File: config.mk
export PLATFORM = sky130hd
export DESIGN_NAME = pointwise_conv2
export DESIGN_NICKNAME = d
export VERILOG_FILES = /design/src/rtl/pointwise_conv2.sv
export SDC_FILE = /design/constraint.sdc
export NUM_CORES = 1
export LEC_CHECK = 0
export ABC_AREA = 1
export CORE_MARGIN = 2
export CORE_UTILIZATION = 65
export CTS_BUF_LIST = sky130_fd_sc_hd__clkbuf_4
export DETAILED_ROUTE_END_ITERATION = 12
export GPL_ROUTABILITY_DRIVEN = 0
export PLACE_DENSITY = 0.86
export SLEW_MARGIN = 25
export SYNTH_ARGS = -nofsm -noshare
export SYNTH_HDL_FRONTEND = slang
export SYNTH_SLANG_ARGS = --single-unit
File: constraint.sdc
create_clock -name clk -period 12.04 [get_ports clk]
set_clock_uncertainty 0.2 [all_clocks]
set_input_delay 3.612 -clock clk [delete_from_list [all_inputs] [get_ports clk]]
set_output_delay 3.612 -clock clk [all_outputs]
set_load 0.02 [all_outputs]
File: src/rtl/pointwise_conv2.sv
// 1x1 pointwise convolution: per output word, a bias plus a dot product over all
// input channels at one pixel, then arithmetic shift, saturation and optional ReLU.
module pointwise_conv2 #(
  parameter int IN_CHANNELS  = 32,
  parameter int OUT_CHANNELS = 64,
  parameter int HEIGHT       = 14,
  parameter int WIDTH        = 16,
  parameter int DATA_WIDTH   = 16,
  parameter int ACC_WIDTH    = 40,
  parameter int FRAC_BITS    = 8,
  parameter int RELU_EN      = 1,
  localparam int PIX   = HEIGHT * WIDTH,
  localparam int IN_AW = $clog2(IN_CHANNELS * PIX),
  localparam int W_AW  = $clog2(OUT_CHANNELS * IN_CHANNELS),
  localparam int B_AW  = $clog2(OUT_CHANNELS),
  localparam int O_AW  = $clog2(OUT_CHANNELS * PIX)
) (
  input  logic                  clk,
  input  logic                  rst_n,
  input  logic                  start,
  output logic                  busy,
  output logic                  done,
  output logic                  in_en,
  output logic [IN_AW-1:0]      in_addr,
  input  logic [DATA_WIDTH-1:0] in_dout,
  output logic                  w_en,
  output logic [W_AW-1:0]       w_addr,
  input  logic [DATA_WIDTH-1:0] w_dout,
  output logic                  b_en,
  output logic [B_AW-1:0]       b_addr,
  input  logic [DATA_WIDTH-1:0] b_dout,
  output logic                  out_we,
  output logic [O_AW-1:0]       out_addr,
  output logic [DATA_WIDTH-1:0] out_din
);

  localparam int OC_W  = (OUT_CHANNELS > 1) ? $clog2(OUT_CHANNELS) : 1;
  localparam int PIX_W = (PIX > 1) ? $clog2(PIX) : 1;
  localparam int IC_W  = (IN_CHANNELS > 1) ? $clog2(IN_CHANNELS) : 1;

  typedef enum logic [2:0] {IDLE, BIAS, MAC, DRAIN, WRITE, DONE} state_t;

  state_t                       state_reg, state_next;
  logic [OC_W-1:0]              oc_reg, oc_next;
  logic [PIX_W-1:0]             pix_reg, pix_next;
  logic [IC_W-1:0]              ic_reg, ic_next;
  logic signed [ACC_WIDTH-1:0]  acc_reg, acc_next;

  logic signed [2*DATA_WIDTH-1:0] prod;
  logic signed [ACC_WIDTH-1:0]    prod_ext;
  logic signed [ACC_WIDTH-1:0]    bias_ext;
  logic signed [ACC_WIDTH-1:0]    acc_shifted;
  logic [ACC_WIDTH-DATA_WIDTH:0]  top_bits;
  logic                           fits;
  logic [DATA_WIDTH-1:0]          sat_val;
  logic [DATA_WIDTH-1:0]          res_val;
  logic                           last_pix, last_oc, last_ic;

  assign prod        = $signed(in_dout) * $signed(w_dout);
  assign prod_ext    = ACC_WIDTH'(prod);
  assign bias_ext    = ACC_WIDTH'($signed(b_dout)) <<< FRAC_BITS;
  assign acc_shifted = acc_reg >>> FRAC_BITS;

  // The shifted value fits the output word iff all bits from the output sign bit up agree.
  assign top_bits = acc_shifted[ACC_WIDTH-1:DATA_WIDTH-1];
  assign fits     = (&top_bits) | ~(|top_bits);

  always_comb begin
    sat_val = acc_shifted[DATA_WIDTH-1:0];
    if (!fits)
      sat_val = acc_shifted[ACC_WIDTH-1] ? {1'b1, {(DATA_WIDTH-1){1'b0}}}
                                         : {1'b0, {(DATA_WIDTH-1){1'b1}}};
    res_val = sat_val;
    if (RELU_EN != 0 && sat_val[DATA_WIDTH-1])
      res_val = '0;
  end

  assign last_pix = (pix_reg == PIX_W'(PIX - 1));
  assign last_oc  = (oc_reg == OC_W'(OUT_CHANNELS - 1));
  assign last_ic  = (ic_reg == IC_W'(IN_CHANNELS - 1));

  always_ff @(posedge clk or negedge rst_n) begin
    if (!rst_n) begin
      state_reg <= IDLE;
      oc_reg    <= '0;
      pix_reg   <= '0;
      ic_reg    <= '0;
      acc_reg   <= '0;
    end else begin
      state_reg <= state_next;
      oc_reg    <= oc_next;
      pix_reg   <= pix_next;
      ic_reg    <= ic_next;
      acc_reg   <= acc_next;
    end
  end

  always_comb begin
    state_next = state_reg;
    oc_next    = oc_reg;
    pix_next   = pix_reg;
    ic_next    = ic_reg;
    acc_next   = acc_reg;
    case (state_reg)
      IDLE: begin
        if (start) begin
          state_next = BIAS;
          oc_next    = '0;
          pix_next   = '0;
          ic_next    = '0;
        end
      end
      BIAS: begin
        ic_next    = '0;
        state_next = MAC;
      end
      MAC: begin
        // Read data lags the address by one cycle: slot 0 sees the bias word.
        if (ic_reg == '0) acc_next = bias_ext;
        else              acc_next = acc_reg + prod_ext;
        if (last_ic) state_next = DRAIN;
        else         ic_next    = ic_reg + 1'b1;
      end
      DRAIN: begin
        acc_next   = acc_reg + prod_ext;
        state_next = WRITE;
      end
      WRITE: begin
        state_next = BIAS;
        if (last_pix) begin
          pix_next = '0;
          if (last_oc) state_next = DONE;
          else         oc_next    = oc_reg + 1'b1;
        end else begin
          pix_next = pix_reg + 1'b1;
        end
      end
      DONE: state_next = IDLE;
      default: state_next = IDLE;
    endcase
  end

  assign busy     = (state_reg != IDLE);
  assign done     = (state_reg == DONE);
  assign in_en    = (state_reg == MAC);
  assign w_en     = (state_reg == MAC);
  assign b_en     = (state_reg == BIAS);
  assign out_we   = (state_reg == WRITE);
  assign in_addr  = IN_AW'(int'(ic_reg) * PIX + int'(pix_reg));
  assign w_addr   = W_AW'(int'(oc_reg) * IN_CHANNELS + int'(ic_reg));
  assign b_addr   = B_AW'(oc_reg);
  assign out_addr = O_AW'(int'(oc_reg) * PIX + int'(pix_reg));
  assign out_din  = res_val;

endmodule
# Yosys cells after proc, flatten, opt, wreduce, memory -nomap -nowiden
# Index checks and enable logic that the tools add are counted.
# op_classes
add_sub_neg	7
mul	3
n_eq_ne	13
n_mux	20
bitwise_logic	2
reduce_logical	12
# op_table
cell	count
$pmux W40 S2	1
$add A40 B32 Y40	1
$mux W40	1
$mul A16 B16 Y32	1
$mux W16	2
$mux W6	3
$reduce_and A17 Y1	1
$reduce_or A17 Y1	1
$mux W8	2
$pmux W8 S2	1
$mux W15	1
$pmux W3 S5	1
$pmux W5 S3	1
$add A14 B8 Y14	1
$add A13 B8 Y13	1
$mux W3	4
$pmux W6 S2	1
$add A11 B5 Y11	1
$mux W5	2
$mul A6 B3 Y9 const B	1
$add A8 B1 Y8 const B	1
$eq A8 B8 Y1 const B	1
$mul A5 B3 Y8 const B	1
$add A6 B1 Y6 const B	1
17 further kinds	25
# word_totals
reg_bits	62

# Longest topological paths before layout
# Gate-level depths: netlist of the first run.
# logic_depth
ltp_word	5
depth_mapped	31

# Least setup slack after synthesis of the first run
# OpenSTA, ideal clock, no wires.
# synth_timing
path_kind	input to register
startpoint	in in_dout[15]
endpoint	reg acc_reg[39]
t_arrival_ps	9054
t_required_ps	11721
setup_slack_ps	2667
stages	24
path_buffers	2
path_cell_list	buf_2 clkbuf_1 nand2_1 inv_1 fa_1 fa_1 inv_1 fa_1 fa_1 inv_1 fa_1 inv_1 fa_1 inv_1 ha_1 nand2_1 nor2_1 nand2_1 nor2_1 nand3_1 nand3_1 nand2_1 nand3_1 nand2_1
# synth_via
elab_chain_len	4
# synth_lines
item	line	text
from (decl)	25	input logic [DATA_WIDTH-1:0] in_dout,
$mul A16 B16 Y32 (*)	59	assign prod = $signed(in_dout) * $signed(w_dout);
$add A40 B32 Y40 (*)	120, 125	
$mux W40	119	if (ic_reg == '0) acc_next = bias_ext;
$pmux W40 S2 (*)	104	case (state_reg)
to (signal assigned)	94	acc_reg <= acc_next;
to (decl)	47	logic signed [ACC_WIDTH-1:0] acc_reg, acc_next;
# Every way passes the cells marked *; elsewhere a longest branch is shown, timed or not.
# A chain may end at the register's enable or synchronous reset.

# Final worst setup path of the first run
# layout_timing
startpoint	in in_dout[15]
endpoint	reg acc_reg[35]
# Same word-level chain as after synthesis.

==> results of run 1 <==
per-layer routing:
layer  track usage, %  vias to the layer above
li1                 -                     6843
met1             42.1                     7278
met2             56.3                      760
met3             5.41                      155
met4             12.1                        0
met5                0                        -
cell usage after synthesis, types with 10 or more instances:
master / n / area [um^2]
ha_1: 145 / 1810
xor2_1: 24 / 210
fa_1: 343 / 6870
nor2_1: 100 / 375
inv_1: 688 / 2580
nand2_1: 599 / 2250
nand3_1: 74 / 370
nand4_1: 14 / 87.6
buf_4: 19 / 143
nor3_1: 10 / 50.1
a21oi_1: 75 / 375
o21ai_0: 42 / 210
dfrtp_1: 62 / 1550
clkbuf_1: 65 / 244
per-stage QoR:
step           instance area [um^2]  std cells  util, %  worst slack (ns)  hold WS, ns
3_3_place_gp                  19000       2726     70.6              1.68        0.297
2_1_floorplan                 17900       2357        -              2.67        0.259
4_1_cts                       19200       2742     71.2              1.93        0.333
5_1_grt                       19200       2743     71.3              1.51        0.365
3_5_place_dp                  19000       2726     70.6              1.49        0.302
6_report                      19200       2743     71.3              1.86        0.328
final cells by class:
class / instances / area [um^2] / share of cell area [%]
diodes: 1 / 2.50 / 0.0130
clock buffers: 9 / 67.6 / 0.352
clock inverters: 7 / 97.6 / 0.508
inverters: 694 / 2610 / 13.6
multi-input cells: 1508 / 13300 / 69.0
flip-flops and latches: 62 / 1550 / 8.08
well taps: 341 / 427 / 2.22
repair buffers: 121 / 1190 / 6.20
critical path, cell delays in order:
cell and delay [ns]:
clkdlybuf4s50_1 0.77, nand2_1 0.32, inv_1 0.09, fa_1 0.75, fa_1 0.45, inv_1 0.35
fa_1 0.64, fa_1 0.76, inv_1 0.15, fa_1 0.50, inv_1 0.05, fa_1 0.48
inv_1 0.04, ha_1 0.34, nand2_1 0.13, nor2_1 0.20, nand2_1 0.10, nor3_1 0.17
nand2_1 0.12, nand2_1 0.09, nand2_1 0.06, nand3_1 0.08, nand2_1 0.05
logic make-up after synthesis:
group,count (synthesis)
and+or+nand+nor,837
AOI/OAI and AO/OA,149
adders and majority gates,488
other,1
muxes,1
xor gates and xnor gates,32
buffers and inverters,787
DFF,62
path summary, 6_finish.rpt:
| path | start | end |
|---|---|---|
| max | in_dout[15] | acc_reg[35] |
| min | acc_reg[0] | acc_reg[0] |
| max reg2reg | acc_reg[9] | acc_reg[21] |
| min reg2reg | acc_reg[0] | acc_reg[0] |
| max in group asynchronous | rst_n | acc_reg[25] |
| min in group asynchronous | rst_n | pix_reg[0] |
==> key figures, run 1 <==
Clock tree
  • Buffers inserted by post-CTS timing repair: 0
  • Max clock buf depth: 2
  • CTS H-tree lvls: 3
  • Latest clock arrival within the worst-skew pair: 0.44 ns
  • CTS root buf: clkbuf_4
  • Reg clk slew, reported paths: 0.13 ns
  • CTS tree: done
  • Num CTS Buffers: 9
  • Post-CTS sizing: 0
  • Cts-stage hold buffer count: 0
  • # clock sinks: 62

Die
  • Row cnt: 60
  • Core box area: 0.0270 mm^2
  • Die area: 0.0288 mm^2
  • IO Pins: 117
  • Starting density of the core: 66.2%
  • Die Y: 170 um
  • Die width: 170 um

Synthesis
  • Syn Inst Count: 2357
  • Synth Area in XOR/XNOR: 1.57%
  • Post-Synth Simple-Gate Area: 19.3%
  • Post-synthesis compound-gate area fraction: 4.63%
  • Asr flop ratio synth: 100%
  • Synth Area in Adders: 48.6%
  • Number of synthesized flops with an enable pin: 0
  • Syn Area/Cell: 7.58 um^2
  • Post-synthesis sequential area ratio: 8.69%
  • Mapped cell area: 0.0179 mm^2
  • Mux contribution to synthesized area: 0.0561%
  • Synth cell types: 46
  • Syn_nets: 2896
  • Combinational family with the most area after synthesis: adder cells
  • Synth Flop Type: dfrtp_1
  • Synthesized flop and latch total: 62
  • Synth warn: 0

Routing
  • Met2 wire length: 21.9 mm
  • Routed WL: 44.6 mm
  • DR WL met3: 3.86 mm
  • Vias: 15000
  • DRC Markers: 0
  • Post-route antenna net violation count: 0
  • WL per Instance: 16.3 um
  • Highest Signal Layer: met4
  • DRT iter0 DRCs: 1183
  • DR pass1 iterations: 8
  • M1 wire length: 17.2 mm
  • Vias/cell: 5.48

Cells and area
  • Area Overhead vs Synth: 7.55%
  • Most frequent cells in the layout: inv_1, nand2_1, fa_1, ha_1, clkdlybuf4s50_1
  • Largest register FFs: 40
  • Commonest non-fill, non-tap cell in the layout: inv_1
  • Nets: 2935
  • Fillers: 2034
  • Share of layout cells above drive strength 1: 2.17%

Placed design
  • Post-detail-place hpwl: 37.9 mm
  • Number of buffers inserted by port buffering: 115

Worst hold path
  • WHS Path Cells: 1
  • Type of the tightest min-delay check: flip-flop to flip-flop

Status
  • Status: finished clean

Setup path
  • Setup crit end kind: flip-flop
  • Reg-to-reg slack, setup: 7.05 ns
  • Crit path max fanout: 17
  • WP data required: 12.15 ns
  • Worst path arrival time: 10.29 ns
  • Worst reg-to-reg path cell count: 17
  • CP Class: input port to flip-flop
  • Crit start category: input port

Run
  • Max_cap viols: 0

Timing
  • Setup TNS: 0 ns
  • Max-slew violation count: 0
  • RSZ-0062 raised after global routing: no
  • Final hold violation count: 0
  • Tcrit/Tclk final: 84.5%
  • Worst-Margin Slew: 0.886 ns
  • Achievable frequency: 0.0982 GHz
  • Final setup viols: 0
  • Tmin final: 10.18 ns
  • Slew HR: 40.9%

GRT
  • Vias in the first global route: 15600
  • GRT Residual Overflow: 0
  • Largest net degree at the start of global routing: 63
  • GR Util All Layers: 32.8%
  • Global-route wire length before repair: 75.3 mm
  • Initial antenna violation count: 1
Power of run 1 is not shown: default switching activity piles up to over one toggle a cycle in this logic, so the estimate is an artifact.
==> run 2: changes to the inputs <==
--- a/config.mk
+++ b/config.mk
@@ -7,11 +7,11 @@
 export LEC_CHECK = 0
 export ABC_AREA = 1
 export CORE_MARGIN = 2
-export CORE_UTILIZATION = 65
+export CORE_UTILIZATION = 57
 export CTS_BUF_LIST = sky130_fd_sc_hd__clkbuf_4
 export DETAILED_ROUTE_END_ITERATION = 12
 export GPL_ROUTABILITY_DRIVEN = 0
-export PLACE_DENSITY = 0.86
+export PLACE_DENSITY = 0.79
 export SLEW_MARGIN = 25
 export SYNTH_ARGS = -nofsm -noshare
 export SYNTH_HDL_FRONTEND = slang
==> constraint.sdc (replaced) <==
create_clock -name clk -period 8.85 [get_ports clk]
set_clock_uncertainty 0.2 [all_clocks]
set_input_delay 2.655 -clock clk [delete_from_list [all_inputs] [get_ports clk]]
set_output_delay 2.655 -clock clk [all_outputs]
set_load 0.02 [all_outputs]
==> run 2 against run 1 <==
Effect of this change: count of clock-buffer cells in the layout stayed put; cell count is 3.7% higher; register-to-register slack worse by 3.3 ns; cell area is 2.4% higher; non-clock buffer count is 47 higher; via count is 0.68% lower; worst setup slack worse by 1.5 ns; sequential share of layout area is 0.19 points lower; die area is 14% higher; global-route usage is 3.7 points lower; core utilization is 7.3 points lower; worst hold slack better by 0.0092 ns.
==> key figures, run 2 (synthesized netlist as in run 1, its figures left out) <==
Status
  • Status: finished clean (unchanged)

GRT
  • GRT Residual Overflow: 0 (unchanged)
  • Largest net degree at the start of global routing: 63 (unchanged)
  • GR Util All Layers: 29.1% (was 32.8%)
  • Global-route wire length before repair: 76.8 mm (was 75.3 mm)
  • Initial antenna violation count: 2 (was 1)
  • Vias in the first global route: 15800 (was 15600)

Die
  • Row cnt: 64 (was 60)
  • IO Pins: 117 (unchanged)
  • Die width: 181 um (was 170 um)
  • Core box area: 0.0307 mm^2 (was 0.0270 mm^2)
  • Die Y: 181 um (was 170 um)
  • Die area: 0.0328 mm^2 (was 0.0288 mm^2)
  • Starting density of the core: 58.1% (was 66.2%)

Clock tree
  • Cts-stage hold buffer count: 0 (unchanged)
  • Num CTS Buffers: 9 (unchanged)
  • Max clock buf depth: 2 (unchanged)
  • Reg clk slew, reported paths: 0.12 ns (was 0.13 ns)
  • CTS root buf: clkbuf_4 (unchanged)
  • # clock sinks: 62 (unchanged)
  • CTS H-tree lvls: 3 (unchanged)
  • Buffers inserted by post-CTS timing repair: 0 (unchanged)
  • Latest clock arrival within the worst-skew pair: 0.48 ns (was 0.44 ns)
  • Post-CTS sizing: 0 (unchanged)
  • CTS tree: done (unchanged)

Setup path
  • Worst path cell trace: clkdlybuf4s50_1, nand2_1, fa_1, fa_1, fa_1, fa_1, inv_1, fa_1, inv_1, fa_1, inv_1, ha_1, nand2_1, nor2_1, inv_1, nor2_1, nand2_1, nand3_1, nand3_1, nand2_1, nand2_1, nand3_1, nand2_1 (was clkdlybuf4s50_1, nand2_1, inv_1, fa_1, fa_1, inv_1, fa_1, fa_1, inv_1, fa_1, inv_1, fa_1, inv_1, ha_1, nand2_1, nor2_1, nand2_1, nor3_1, nand2_1, nand2_1, nand2_1, nand3_1, nand2_1)
  • CP Capture Point: acc_reg[33] (was acc_reg[35])
  • CP bufs+invs: 5 (was 6)
  • Reg-to-reg slack, setup: 3.77 ns (was 7.05 ns)
  • Crit Reg-Reg Startpoint: acc_reg[15] (was acc_reg[9])
  • CP top delay family: adder cells (unchanged)
  • Worst setup startpoint: in_dout[8] (was in_dout[15])
  • Setup crit end kind: flip-flop (unchanged)
  • Worst path arrival time: 8.62 ns (was 10.29 ns)
  • CP max stage delay: 0.86 ns (was 0.77 ns)
  • Crit path max fanout: 13 (was 17)
  • Worst reg-to-reg path cell count: 21 (was 17)
  • FF-to-FF End: acc_reg[32] (was acc_reg[21])
  • WP data required: 9.00 ns (was 12.15 ns)
  • Slowest CP cell: clkdlybuf4s50_1 (unchanged)
  • Instance count on the critical path: 23 (unchanged)
  • Crit start category: input port (unchanged)
  • CP Class: input port to flip-flop (unchanged)

Timing
  • Final hold violation count: 0 (unchanged)
  • Setup TNS: 0 ns (unchanged)
  • Achievable frequency: 0.118 GHz
  • Slew HR: 42.1% (was 40.9%)
  • Tcrit/Tclk final: 95.7%
  • Max-slew violation count: 0 (unchanged)
  • RSZ-0062 raised after global routing: no (unchanged)
  • Worst-Margin Slew: 0.868 ns (was 0.886 ns)
  • Final setup viols: 0 (unchanged)
  • Tmin final: 8.47 ns

Cells and area
  • Most frequent cells in the layout: inv_1, nand2_1, fa_1, ha_1, clkdlybuf4s50_1 (unchanged)
  • Storage element area: 0.00155 mm^2 (unchanged)
  • Largest register FFs: 40 (unchanged)
  • Nets: 2982 (was 2935)
  • Area Overhead vs Synth: 10.1% (was 7.55%)
  • Multi-input gate area: 0.0133 mm^2 (about the same)
  • Share of layout cells above drive strength 1: 4.13% (was 2.17%)
  • Commonest non-fill, non-tap cell in the layout: inv_1 (unchanged)
  • Fillers: 2655 (was 2034)

Routing
  • Vias: 14900 (was 15000)
  • WL per Instance: 15.6 um (was 16.3 um)
  • Post-route antenna net violation count: 0 (unchanged)
  • Vias/cell: 5.25 (was 5.48)
  • DRC Markers: 0 (unchanged)
  • Routed WL: 44.5 mm (was 44.6 mm)
  • DRT iter0 DRCs: 1218 (was 1183)
  • DR pass1 iterations: 7 (was 8)

Placed design
  • Number of buffers inserted by port buffering: 115 (unchanged)
  • Post-detail-place hpwl: 38.9 mm (was 37.9 mm)

Worst hold path
  • Type of the tightest min-delay check: flip-flop to flip-flop (unchanged)

Run
  • Max_cap viols: 0 (unchanged)
run 2: cell types whose count changed in the layout (fill, tap and decap cells not counted):
cell	change
fa_1	-1
fa_2	+1
buf_4	+44
buf_12	+3
nor2_1	-1
nor2_2	+1
clkinv_4	-2
inv_6	+1
clkinvlp_4	+1
run 2: area by class of cell:
type | count | share of cell area, %
Multi-Input combinational cell | 1508 | 67.4
Antenna cell | 1 | 0.0127
Tap cell | 396 | 2.52
Sequential cell | 62 | 7.89
Timing Repair Buffer | 168 | 8.04
Clock buffer | 9 | 0.344
Inverter | 694 | 13.3
Clock inverter | 7 | 0.490
run 2: metrics by stage:
step	instances	hold slack (ns)	instance area, um^2	util (%)	worst slack [ns]
after floorplan	2357	0.259	17900	-	0.434
after CTS	2844	0.343	19700	63.9	0.430
after global routing	2845	0.363	19700	64.0	0.0988
after global placement	2828	0.292	19500	63.4	0.0548
final	2845	0.337	19700	64.0	0.384
after detailed placement	2828	0.316	19500	63.4	-0.0275
run 2: how the worst min path moves through the flow:
stage	start	slack (ns)	cells after the start	endpoint
3_5_place_dp	acc_reg[2]	0.32	1	acc_reg[2]
4_1_cts	acc_reg[2]	0.34	1	acc_reg[2]
2_1_floorplan	acc_reg[5]	0.26	2	acc_reg[5]
5_1_grt	acc_reg[2]	0.36	1	acc_reg[2]
6_report	acc_reg[2]	0.34	1	acc_reg[2]
3_3_place_gp	acc_reg[5]	0.29	2	acc_reg[5]
run 2: metal layers:
layer	GRT usage, %	share of wire (%)	vias to the layer above
li1	-	-	6947
met1	36.9	40	7302
met2	50.0	49	573
met3	4.96	7.1	112
met4	11.3	3.8	0
met5	0	0	-
run 2: worst register-to-register path, cell delays in order, from the launching register on:
cell and delay (ns):
dfrtp_1 0.34, inv_1 0.07, fa_1 0.50, inv_1 0.06, fa_1 0.53, fa_1 0.45
fa_1 0.56, inv_1 0.05, fa_1 0.48, inv_1 0.04, ha_1 0.34, nand2_1 0.10
inv_1 0.08, nand2_1 0.12, nor3_1 0.44, nand2_1 0.17, nand2_1 0.15, nand2_1 0.08
nand2_1 0.07, nand2_1 0.05, nand3_1 0.06, nand2_1 0.05
Power of run 2 is left out for the same reason.
